===== config.mk =====
export PLATFORM = sky130hd
export DESIGN_NAME = cdc_handshake_tx_flat
export DESIGN_NICKNAME = d
export VERILOG_FILES = /design/src/rtl/cdc_handshake_tx_if.sv /design/src/rtl/cdc_handshake_tx.sv /design/src/flat_wrapper.sv
export SDC_FILE = /design/constraint.sdc
export NUM_CORES = 1
export LEC_CHECK = 0
export ABC_AREA = 1
export CAP_MARGIN = 20
export CORE_MARGIN = 1.5
export CORE_UTILIZATION = 48
export CTS_CLUSTER_SIZE = 20
export DETAILED_ROUTE_END_ITERATION = 8
export PLACE_DENSITY = 0.78
export SYNTH_ARGS = -nofsm -noshare
export SYNTH_HDL_FRONTEND = slang
export SYNTH_SLANG_ARGS = --single-unit

===== constraint.sdc =====
create_clock -name clk -period 1.94 [get_ports clk]
set_input_delay 0.582 -clock clk [delete_from_list [all_inputs] [get_ports clk]]
set_output_delay 0.582 -clock clk [all_outputs]
set_load 0.02 [all_outputs]

===== src/rtl/cdc_handshake_tx_if.sv =====
// Bundle of the source-side and destination-side signals of the 4-phase
// CDC transmitter. The master modport is the transmitter's view; the slave
// modport is the view of whatever drives the words and the acknowledge.
`timescale 1ns/1ps

interface cdc_handshake_tx_if #(
  parameter int S = 12
);
  logic         in_valid;
  logic [S-1:0] in_data;
  logic         in_ready;
  logic         req_out;
  logic [S-1:0] data_out;
  logic         ack_in;
  logic         done;
  logic         clr_err;
  logic         err_timeout;

  modport master (
    input  in_valid,
    input  in_data,
    input  ack_in,
    input  clr_err,
    output in_ready,
    output req_out,
    output data_out,
    output done,
    output err_timeout
  );

  modport slave (
    output in_valid,
    output in_data,
    output ack_in,
    output clr_err,
    input  in_ready,
    input  req_out,
    input  data_out,
    input  done,
    input  err_timeout
  );
endinterface


===== src/rtl/cdc_handshake_tx.sv =====
// Transmit side of a 4-phase req/ack clock-domain crossing. A word taken
// from the source is held on data_out while req_out is raised; the
// destination's acknowledge is synchronized before the FSM looks at it.
// A saturating wait counter flags (but never aborts) a slow destination.
`timescale 1ns/1ps

module cdc_handshake_tx #(
  parameter int S       = 12,
  parameter int TIMEOUT = 255
) (
  input  logic               clk,
  input  logic               rst,
  cdc_handshake_tx_if.master bus
);

  localparam int                CNT_W  = 16;
  localparam logic [CNT_W-1:0]  TO_LIM = CNT_W'(TIMEOUT);

  typedef enum logic [1:0] {
    IDLE    = 2'd0,
    REQ_HI  = 2'd1,
    WAIT_LO = 2'd2
  } state_t;

  state_t             state;
  state_t             state_nxt;
  logic               ack_s1;
  logic               ack_s2;
  logic               req;
  logic               req_nxt;
  logic               done_r;
  logic               done_nxt;
  logic               capture;
  logic [S-1:0]       data_hold;
  logic [CNT_W-1:0]   wait_cnt;
  logic [CNT_W-1:0]   cnt_nxt;
  logic               err_set;
  logic               err_flag;
  logic               ready;

  // Saturating increment: the wait counter stops at the timeout limit and
  // can therefore never wrap back to a small value.
  function automatic logic [CNT_W-1:0] sat_inc(input logic [CNT_W-1:0] v);
    if (v >= TO_LIM) begin
      sat_inc = TO_LIM;
    end else begin
      sat_inc = v + CNT_W'(1);
    end
  endfunction

  // Ready only when idle and the destination has released its acknowledge,
  // so a stale ack from an earlier transfer can never start a new one.
  assign ready = (state == IDLE) && !ack_s2;

  // Two-flop synchronizer on the asynchronous acknowledge.
  always_ff @(posedge clk) begin
    if (rst) begin
      ack_s1 <= 1'b0;
      ack_s2 <= 1'b0;
    end else begin
      ack_s1 <= bus.ack_in;
      ack_s2 <= ack_s1;
    end
  end

  // Handshake sequencing: accept -> raise req -> ack seen -> drop req ->
  // ack released -> done.
  always_comb begin
    state_nxt = state;
    req_nxt   = req;
    done_nxt  = 1'b0;
    capture   = 1'b0;
    unique case (state)
      IDLE: begin
        if (bus.in_valid && ready) begin
          state_nxt = REQ_HI;
          req_nxt   = 1'b1;
          capture   = 1'b1;
        end
      end
      REQ_HI: begin
        if (ack_s2) begin
          state_nxt = WAIT_LO;
          req_nxt   = 1'b0;
        end
      end
      WAIT_LO: begin
        if (!ack_s2) begin
          state_nxt = IDLE;
          done_nxt  = 1'b1;
        end
      end
      default: begin
        state_nxt = IDLE;
        req_nxt   = 1'b0;
      end
    endcase
  end

  // Wait-counter next value: cleared on entry to either waiting state,
  // incremented while staying there; the flag fires on reaching the limit.
  always_comb begin
    cnt_nxt = '0;
    err_set = 1'b0;
    if (state_nxt != IDLE) begin
      if (state_nxt != state) begin
        cnt_nxt = '0;
      end else begin
        cnt_nxt = sat_inc(wait_cnt);
        err_set = (wait_cnt != TO_LIM) && (cnt_nxt == TO_LIM);
      end
    end
  end

  // FSM state, request and completion pulse registers.
  always_ff @(posedge clk) begin
    if (rst) begin
      state  <= IDLE;
      req    <= 1'b0;
      done_r <= 1'b0;
    end else begin
      state  <= state_nxt;
      req    <= req_nxt;
      done_r <= done_nxt;
    end
  end

  // Held word: only loaded on an accept, so it stays stable for the whole
  // transfer and until the next word is taken.
  always_ff @(posedge clk) begin
    if (rst) begin
      data_hold <= '0;
    end else if (capture) begin
      data_hold <= bus.in_data;
    end
  end

  // Wait counter and sticky timeout flag; a set on the same edge as a clear
  // wins so a timeout is never silently lost.
  always_ff @(posedge clk) begin
    if (rst) begin
      wait_cnt <= '0;
      err_flag <= 1'b0;
    end else begin
      wait_cnt <= cnt_nxt;
      if (err_set) begin
        err_flag <= 1'b1;
      end else if (bus.clr_err) begin
        err_flag <= 1'b0;
      end
    end
  end

  assign bus.in_ready    = ready;
  assign bus.req_out     = req;
  assign bus.data_out    = data_hold;
  assign bus.done        = done_r;
  assign bus.err_timeout = err_flag;

endmodule


===== src/flat_wrapper.sv =====
// flat-port wrapper written by rule: the top's interface ports become plain ports
module cdc_handshake_tx_flat 
#(
  parameter int S       = 12,
  parameter int TIMEOUT = 255
)
  (clk, rst, bus_in_valid, bus_in_data, bus_ack_in, bus_clr_err, bus_in_ready, bus_req_out, bus_data_out, bus_done, bus_err_timeout);
  cdc_handshake_tx_if #(.S(S)) bus_i ();
  input  logic clk;
  input  logic rst;
  input wire logic [$bits(bus_i.in_valid)-1:0] bus_in_valid;
  input wire logic [$bits(bus_i.in_data)-1:0] bus_in_data;
  input wire logic [$bits(bus_i.ack_in)-1:0] bus_ack_in;
  input wire logic [$bits(bus_i.clr_err)-1:0] bus_clr_err;
  output wire logic [$bits(bus_i.in_ready)-1:0] bus_in_ready;
  output wire logic [$bits(bus_i.req_out)-1:0] bus_req_out;
  output wire logic [$bits(bus_i.data_out)-1:0] bus_data_out;
  output wire logic [$bits(bus_i.done)-1:0] bus_done;
  output wire logic [$bits(bus_i.err_timeout)-1:0] bus_err_timeout;
  assign bus_i.in_valid = bus_in_valid;
  assign bus_i.in_data = bus_in_data;
  assign bus_i.ack_in = bus_ack_in;
  assign bus_i.clr_err = bus_clr_err;
  assign bus_in_ready = bus_i.in_ready;
  assign bus_req_out = bus_i.req_out;
  assign bus_data_out = bus_i.data_out;
  assign bus_done = bus_i.done;
  assign bus_err_timeout = bus_i.err_timeout;
  cdc_handshake_tx #(.S(S), .TIMEOUT(TIMEOUT)) u_core (.clk(clk), .rst(rst), .bus(bus_i));
endmodule

==> results.cfg, run 1 <==
[sta]
setup_tns_ns = 0
count_of_final_hold_check_violations = 0
fmax_mhz = 530
rsz0062_at_grt = false
setup_viol = 0
clock_period_minus_final_worst_setup_slack_ns = 1.89
fin_skew_ns = 0.0103
final.setup.worst_slack_ns = 0.0516
final.period_utilization_pct = 97.3
final_max_slew_viol_count = 0

[yosys]
yosys_synthesis_warning_count = 0
synth_area_per_cell_um2 = 7.49
cell_count_after_synthesis = 185
synth_seq_area_share_pct = 50.6
number_of_storage_elements_in_the_synthesis_netlist = 35
ys_types = 21
syn_area_um2 = 1390

[layout]
antenna_cells = 0
finalNetCount = 247
layout_common_cells = sky130_fd_sc_hd__nand2_1, sky130_fd_sc_hd__dfxtp_1, sky130_fd_sc_hd__clkdlybuf4s50_1
drive_gt1_share_pct = 7.39
syn2layout_area_growth_pct = 32.9
layout_commonest_cell = sky130_fd_sc_hd__nand2_1

[route]
vias_post_dr = 1265
post-route-drc-count = 0
dr.first_iter.drc_count = 41
wirelength_um = 2860
drt.antenna.violating_nets = 0
firstDrtPassIters = 4
via_per_inst = 4.85
routed_wire_length_per_instance_um = 11.0

[worst_setup_path]
critical-path-slowest-cell = sky130_fd_sc_hd__clkdlybuf4s50_1
path_max_fanout = 2
path_delay_family = buffers and inverters
critPathKind = flip-flop to output pin
cp.arrival_ns = 1.31
reg2reg_depth = 9
cp_num_cells = 1
critical-path-max-stage-delay_ns = 0.62
nature_of_the_critical_path_startpoint = flip-flop
timing.critical_path.required_ns = 1.36
worstPathBufferInverterCount = 1
endpoint_kind = output pin
crit_path_cell_trace = clkdlybuf4s50_1

[status]
status = finished clean

[floorplanning]
fp-row-count = 19
overall_die_area_um2 = 3220
io_pins = 33
width_of_the_chip_um = 56.7
initial_core_util_pct = 50.2
die_h_um = 56.7
design.core.area_um2 = 2760

[clock_network]
post_cts_resize_count = 1
post_cts_hold_buffer_count = 0
post-cts-setup-buffers = 0
clkSlewWorstSetupHoldPaths_ns = 0.11
clock_tree.htree_level_count = 2
cts.path.max_buffers = 2
clock-root-buffer = sky130_fd_sc_hd__clkbuf_4
tritoncts_clock_tree = built
cts_made_buffers = 5
clkSinkCount = 35
clk_latency_ns = 0.34

[global_route]
globalRouteOverflowTotal = 0
antenna_found_initial = 0
grt_usage_pct = 20.0
grt_first_pass_wirelength_um = 4920
via_count_of_the_first_global_routing_pass = 1214
maximum_number_of_pins_on_one_net_before_global_route_repair = 20

[power]
p_per_area_nw_per_um2 = 770
irDropWorstVdd_mv = 0.746
power_leakage_uw = 0.000847

[min_path]
worst_hold_stages = 2
class_of_the_tightest_hold_or_removal_check = flip-flop to flip-flop

[job]
timing.max_cap.violations = 0

[placement]
place_hpwl_um = 2180
buffer_ports.inserted = 32
dp_worst_setup_slack_ns = 0.163
gp_congestion = 0.843
-- final timing paths --
path,from,to,slack (ns)
worst max-delay path,u_core.bus.data_out[10],bus_data_out[10],0.05
worst min-delay path,u_core.ack_s1,u_core.ack_s2,0.43
worst max register to register,u_core.wait_cnt[0],u_core.bus.err_timeout,0.36
worst min register to register,u_core.ack_s1,u_core.ack_s2,0.43
-- registers in the layout, indices dropped and copies added, names as in the netlist --
name,count
u_core.bus.done,1
u_core.state,2
u_core.ack_s1,1
u_core.wait_cnt,16
u_core.bus.req_out,1
u_core.bus.err_timeout,1
u_core.ack_s2,1
u_core.bus.data_out,12
-- layout make-up --
type                            count  area (um^2)
Clock buffer                        7         55.1
Clock inverter                      1         8.76
Fill cell                         227          917
Inverter                           27          101
Multi-Input combinational cell    125          588
Sequential cell                    35          701
Tap cell                           31         38.8
Timing Repair Buffer               35          348
-- routing by layer --
| layer | vias up | GRT usage, % | share of wire [%] |
|---|---|---|---|
| met5 | - | 0 | 0 |
| met4 | 0 | 7.82 | 1.9 |
| met3 | 8 | 7.60 | 4.1 |
| met2 | 24 | 34.9 | 52 |
| met1 | 581 | 21.7 | 42 |
| li1 | 652 | - | - |
-- kinds of logic after synthesis --
logic type / synth area share [%]
adders and majority gates: 0.903
xor gates and xnor gates: 1.90
and+or+nand+nor: 28.2
DFF: 50.6
AOI/OAI and AO/OA: 9.30
other: 0.271
buffers and inverters: 8.85
-- per-stage QoR --
| stage | instances | area (um^2) | util, % | hold WS (ns) | total power (uW) |
|---|---|---|---|---|---|
| after floorplan | 192 | 1410 | - | 0.388 | 913 |
| after global placement | 253 | 1770 | 64.2 | 0.393 | 1000 |
| after detailed placement | 253 | 1770 | 64.2 | 0.415 | 1020 |
| after CTS | 261 | 1830 | 66.5 | 0.428 | 1440 |
| after global routing | 261 | 1840 | 66.7 | 0.450 | 1500 |
| final | 261 | 1840 | 66.7 | 0.435 | 1420 |
-- cells in the mapped netlist, drive strengths merged --
cell type	n	area share [%]
clkbuf	3	0.81
xnor2	1	0.63
dfxtp	35	51
nor3	2	0.72
a21oi	17	6.4
buf	2	0.72
conb	1	0.27
ha	1	0.90
xor2	2	1.3
nand2	46	12
inv	27	7.3
o21ai	5	1.8
nor2	24	7.9
a211oi	1	0.54
o211ai	1	0.54
nand3	17	7.0
-- power by group --
group / internal [uW] / switching [uW] / leakage, uW
sequential: 761 / 27.7 / 0.000290
clock: 180 / 240 / 0.0000355
combinational: 98.9 / 109 / 0.000522
total: 1040 / 377 / 0.000847
Note: power is estimated with default switching activity, not from simulation.
==> inputs of run 2 (changes only) <==
Settings changed: CORE_ASPECT_RATIO set to 1.2, SKIP_CTS_REPAIR_TIMING set to 1.
==> run 2 against run 1 <==
Clock-buffer cell count grew 1. Final area up 0.34%. Via count fell by 1.1%. Die area barely moved. Clock power up 3%. Worst setup slack better by 0.016 ns. Maximum frequency increased by 0.83%. Routed wire length is 5.5% lower. Critical path depth did not move. Power increased by 0.80%. Sequential power is essentially flat. Critical endpoint is now bus_data_out[7].
==> results.cfg, run 2 (synthesis gave the netlist of run 1 again) <==
[worst_setup_path]
endpoint_kind = output pin
cp.arrival_ns = 1.29
nature_of_the_critical_path_startpoint = flip-flop
path_max_fanout = 2
critPathKind = flip-flop to output pin
worstPathBufferInverterCount = 1
path_delay_family = buffers and inverters
critical-path-slowest-cell = sky130_fd_sc_hd__clkdlybuf4s50_1
timing.critical_path.required_ns = 1.36
critical-path-max-stage-delay_ns = 0.61
cp_num_cells = 1
reg2reg_depth = 9
crit_path_cell_trace = clkdlybuf4s50_1

[min_path]
class_of_the_tightest_hold_or_removal_check = flip-flop to flip-flop
worst_hold_stages = 2

[floorplanning]
width_of_the_chip_um = 52.0
design.core.area_um2 = 2760
overall_die_area_um2 = 3220
fp-row-count = 21
io_pins = 33
initial_core_util_pct = 50.2
die_h_um = 61.8

[sta]
fin_skew_ns = 0.0108
hold_slack_ns = 0.417
final.period_utilization_pct = 96.5
setup_viol = 0
final_max_slew_viol_count = 0
rsz0062_at_grt = false
clock_period_minus_final_worst_setup_slack_ns = 1.87
fmax_mhz = 534
count_of_final_hold_check_violations = 0

[placement]
gp_congestion = 0.792
placed_area_um2 = 1780
placedCellCount = 256
buffer_ports.inserted = 32
place_hpwl_um = 2050

[global_route]
grt_first_pass_wirelength_um = 4210
globalRouteOverflowTotal = 0
antenna_found_initial = 0
grt_usage_pct = 17.5
via_count_of_the_first_global_routing_pass = 1086
maximum_number_of_pins_on_one_net_before_global_route_repair = 20

[clock_network]
cts.path.max_buffers = 2
clock_tree.htree_level_count = 2
clkSinkCount = 35
cts_made_buffers = 5
clk_latency_ns = 0.33
tritoncts_clock_tree = built
clock-root-buffer = sky130_fd_sc_hd__clkbuf_4
clkSlewWorstSetupHoldPaths_ns = 0.09

[route]
via_per_inst = 4.74
routed_wire_length_per_instance_um = 10.2
dr.first_iter.drc_count = 40
drt.antenna.violating_nets = 0
wirelength_um = 2700
vias_post_dr = 1251
firstDrtPassIters = 4
post-route-drc-count = 0

[layout]
syn2layout_area_growth_pct = 33.3
fin_area_um2 = 1850
drive_gt1_share_pct = 7.39
max_flop_register = u_core.wait_cnt
layout_common_cells = sky130_fd_sc_hd__nand2_1, sky130_fd_sc_hd__dfxtp_1, sky130_fd_sc_hd__clkdlybuf4s50_1
max_reg_flops = 16
layout_commonest_cell = sky130_fd_sc_hd__nand2_1
post-route-util_pct = 66.9
antenna_cells = 0
finalNetCount = 247
instances_no_fill = 264
final.fill_count = 243

[power]
power_leakage_uw = 0.000823
irDropWorstVdd_mv = 0.633
p_per_area_nw_per_um2 = 773

[status]
status = finished clean

[job]
timing.max_cap.violations = 0
[run 2: changes by cell type in the layout (fill, tap and decap cells not counted)]
cell and delta:
sky130_fd_sc_hd__clkbuf_8 +1, sky130_fd_sc_hd__clkdlybuf4s15_1 -1, sky130_fd_sc_hd__clkdlybuf4s50_1 +2, sky130_fd_sc_hd__clkinv_4 -1
sky130_fd_sc_hd__dlymetal6s2s_1 -1
[run 2: cell type report]
| cell class | instances | area, um^2 | share of cell area [%] |
|---|---|---|---|
| Inverter | 27 | 101 | 5.49 |
| Timing Repair Buffer | 35 | 345 | 18.7 |
| Sequential cell | 35 | 701 | 37.9 |
| Tap cell | 34 | 42.5 | 2.30 |
| Multi-Input combinational cell | 125 | 588 | 31.8 |
| Clock buffer | 8 | 68.8 | 3.73 |
[run 2: through the flow]
step / TNS (ns) / total power (uW) / setup slack, ns
final: 0 / 1430 / 0.0672
after global routing: 0 / 1490 / 0.0158
after CTS: -0.219 / 1440 / -0.219
after detailed placement: 0 / 1010 / 0.144
after global placement: 0 / 1010 / 0.160
after floorplan: 0 / 913 / 0.513
[run 2: layer usage]
| metal | vias up | track usage, % | wire [um] |
|---|---|---|---|
| met2 | 22 | 32.9 | 1450 |
| met4 | 0 | 6.77 | 44 |
| met1 | 570 | 18.4 | 1110 |
| met5 | - | 0 | 0 |
| li1 | 654 | - | - |
| met3 | 5 | 5.02 | 98 |
[run 2: power by group]
| part | internal (uW) | switching [uW] | total (uW) |
|---|---|---|---|
| clock network | 213 | 221 | 434 |
| logic | 100 | 105 | 205 |
| registers | 761 | 27.5 | 789 |
| total | 1070 | 354 | 1430 |
[run 2: path summary, 6_finish.rpt]
kind                     startpoint  slack [ns]                      to
min                   u_core.ack_s1        0.42           u_core.ack_s2
min reg2reg           u_core.ack_s1        0.42           u_core.ack_s2
max reg2reg      u_core.wait_cnt[0]        0.39  u_core.bus.err_timeout
max          u_core.bus.data_out[7]        0.07         bus_data_out[7]
==> inputs of run 3 (changes only) <==
Settings changed: ABC_CLOCK_PERIOD_IN_PS set to 1940, CORE_UTILIZATION 48 to 50, DONT_BUFFER_PORTS set to 1, PLACE_DENSITY 0.78 to unset.
==> run 3 against run 2 <==
Utilization is 9.0 points lower. Worst setup slack improved by 0.11 ns. Clock power fell by 14%. Hold slack got worse by 0.12 ns. Critical endpoint is now bus_in_ready. Largest cell class unchanged.
==> results.cfg, run 3 (synthesis gave the netlist of run 1 again) <==
[sta]
final.period_utilization_pct = 90.9
final.setup.worst_slack_ns = 0.176
rsz0062_at_grt = false
setup_viol = 0
count_of_final_hold_check_violations = 0
final_max_slew_viol_count = 0
fmax_mhz = 567
clock_period_minus_final_worst_setup_slack_ns = 1.76
fin_skew_ns = 0.00918
hold_slack_ns = 0.301
setup_tns_ns = 0

[layout]
antenna_cells = 0
max_reg_flops = 16
fin_area_um2 = 1490
layout_common_cells = sky130_fd_sc_hd__nand2_1, sky130_fd_sc_hd__dfxtp_1, sky130_fd_sc_hd__inv_1
finalNetCount = 213
max_flop_register = u_core.wait_cnt
drive_gt1_share_pct = 7.65
layout_commonest_cell = sky130_fd_sc_hd__nand2_1
syn2layout_area_growth_pct = 7.77

[route]
via_per_inst = 4.71
routed_wire_length_per_instance_um = 10.5
drt.antenna.violating_nets = 0
route.met3.wl_um = 130
routedLengthMet1_um = 978
vias_post_dr = 1078
top_layer = met4
dr.first_iter.drc_count = 12
wirelength_um = 2410
firstDrtPassIters = 4
post-route-drc-count = 0
met2_wirelength_um = 1240

[placement]
dp_worst_setup_slack_ns = 0.407
place_hpwl_um = 1810
placed_area_um2 = 1440
gp_congestion = 0.723
buffer_ports.inserted = 0

[power]
power.clock.fraction_pct = 29.2
irDropWorstVdd_mv = 0.545
p_per_area_nw_per_um2 = 861
sw_frac_of_total_pct = 27.0
power_leakage_uw = 0.000677
power.switching_uw = 347
design_power_total_uw = 1290
power_frac_seq_pct = 63.3
power.share.combinational_pct = 7.5
power_report.internal_total_uw = 938

[worst_setup_path]
critical-path-max-stage-delay_ns = 0.33
critPathKind = flip-flop to output pin
crit_start = u_core.state[1]
nature_of_the_critical_path_startpoint = flip-flop
path_max_fanout = 6
reg2reg_depth = 9
crit_path_cell_trace = nor2_1 > inv_1 > nor2_2
critical-path-slowest-cell = sky130_fd_sc_hd__dfxtp_1
worstPathBufferInverterCount = 1
critPathCapture = bus_in_ready
cp_num_cells = 3
cp.arrival_ns = 1.18
worst_r2r_startpoint = u_core.wait_cnt[0]
ff2ff_setup_slack_ns = 0.43
endpoint_kind = output pin
path_delay_family = simple AND/OR/NAND/NOR gates
timing.critical_path.required_ns = 1.36
end_of_the_worst_register_to_register_path = u_core.bus.err_timeout

[floorplanning]
design.core.area_um2 = 2580
io_pins = 33
die_h_um = 60.7
initial_core_util_pct = 53.7
overall_die_area_um2 = 3100
fp-row-count = 20
width_of_the_chip_um = 51.0

[clock_network]
clkSinkCount = 35
clock-root-buffer = sky130_fd_sc_hd__clkbuf_4
clk_latency_ns = 0.34
cts_made_buffers = 5
clkSlewWorstSetupHoldPaths_ns = 0.10
tritoncts_clock_tree = built
cts.path.max_buffers = 2
clock_tree.htree_level_count = 2

[global_route]
globalRouteOverflowTotal = 0
grt_first_pass_wirelength_um = 4200
via_count_of_the_first_global_routing_pass = 1066
antenna_found_initial = 0
maximum_number_of_pins_on_one_net_before_global_route_repair = 21
grt_usage_pct = 18.7

[min_path]
worst_hold_stages = 1
class_of_the_tightest_hold_or_removal_check = input pin to flip-flop

[job]
timing.max_cap.violations = 0

[status]
status = finished clean
==> run 3: cell types whose count changed in the layout (fill, tap and decap cells not counted) <==
cell	before	now
sky130_fd_sc_hd__clkinv_2	0	1
sky130_fd_sc_hd__buf_4	3	1
sky130_fd_sc_hd__dlymetal6s2s_1	1	0
sky130_fd_sc_hd__clkinvlp_4	0	1
sky130_fd_sc_hd__clkdlybuf4s50_1	31	0
sky130_fd_sc_hd__clkbuf_8	2	0
==> run 3: how the worst min path moves through the flow <==
stage,from,end
global route,rst,u_core.bus.data_out[8]
floorplan,u_core.ack_s1,u_core.ack_s2
global placement,u_core.ack_s1,u_core.ack_s2
finish,rst,u_core.bus.data_out[6]
detailed placement,u_core.ack_s1,u_core.ack_s2
CTS,rst,u_core.bus.data_out[0]
==> run 3: final cells by class <==
| class | instances | area (um^2) |
|---|---|---|
| fillers | 247 | 1080 |
| flip-flops and latches | 35 | 701 |
| multi-input cells | 125 | 588 |
| inverters | 27 | 101 |
| clock buffers | 6 | 41.3 |
| well taps | 33 | 41.3 |
| clock inverters | 2 | 12.5 |
| repair buffers | 1 | 7.51 |
==> run 3: metrics by stage <==
| stage | utilization, % | std cells |
|---|---|---|
| finish | 57.9 | 229 |
| global route | 57.9 | 229 |
| CTS | 57.9 | 229 |
| detailed placement | 55.8 | 221 |
| global placement | 55.8 | 221 |
| floorplan | - | 192 |
==> run 3: layer usage <==
metal,up-vias,track usage (%)
li1,584,-
met1,466,18.8
met2,21,33.8
met3,7,5.67
met4,0,11.6
met5,-,0
==> run 3: power by group through the flow <==
stage	sequential (uW)	clock, uW	combinational [uW]
6_report	814	375	96.2
5_1_grt	821	414	114
4_1_cts	815	387	97.1
3_5_place_dp	831	0	96.3
3_3_place_gp	830	0	92.9
2_1_floorplan	824	0	88.8
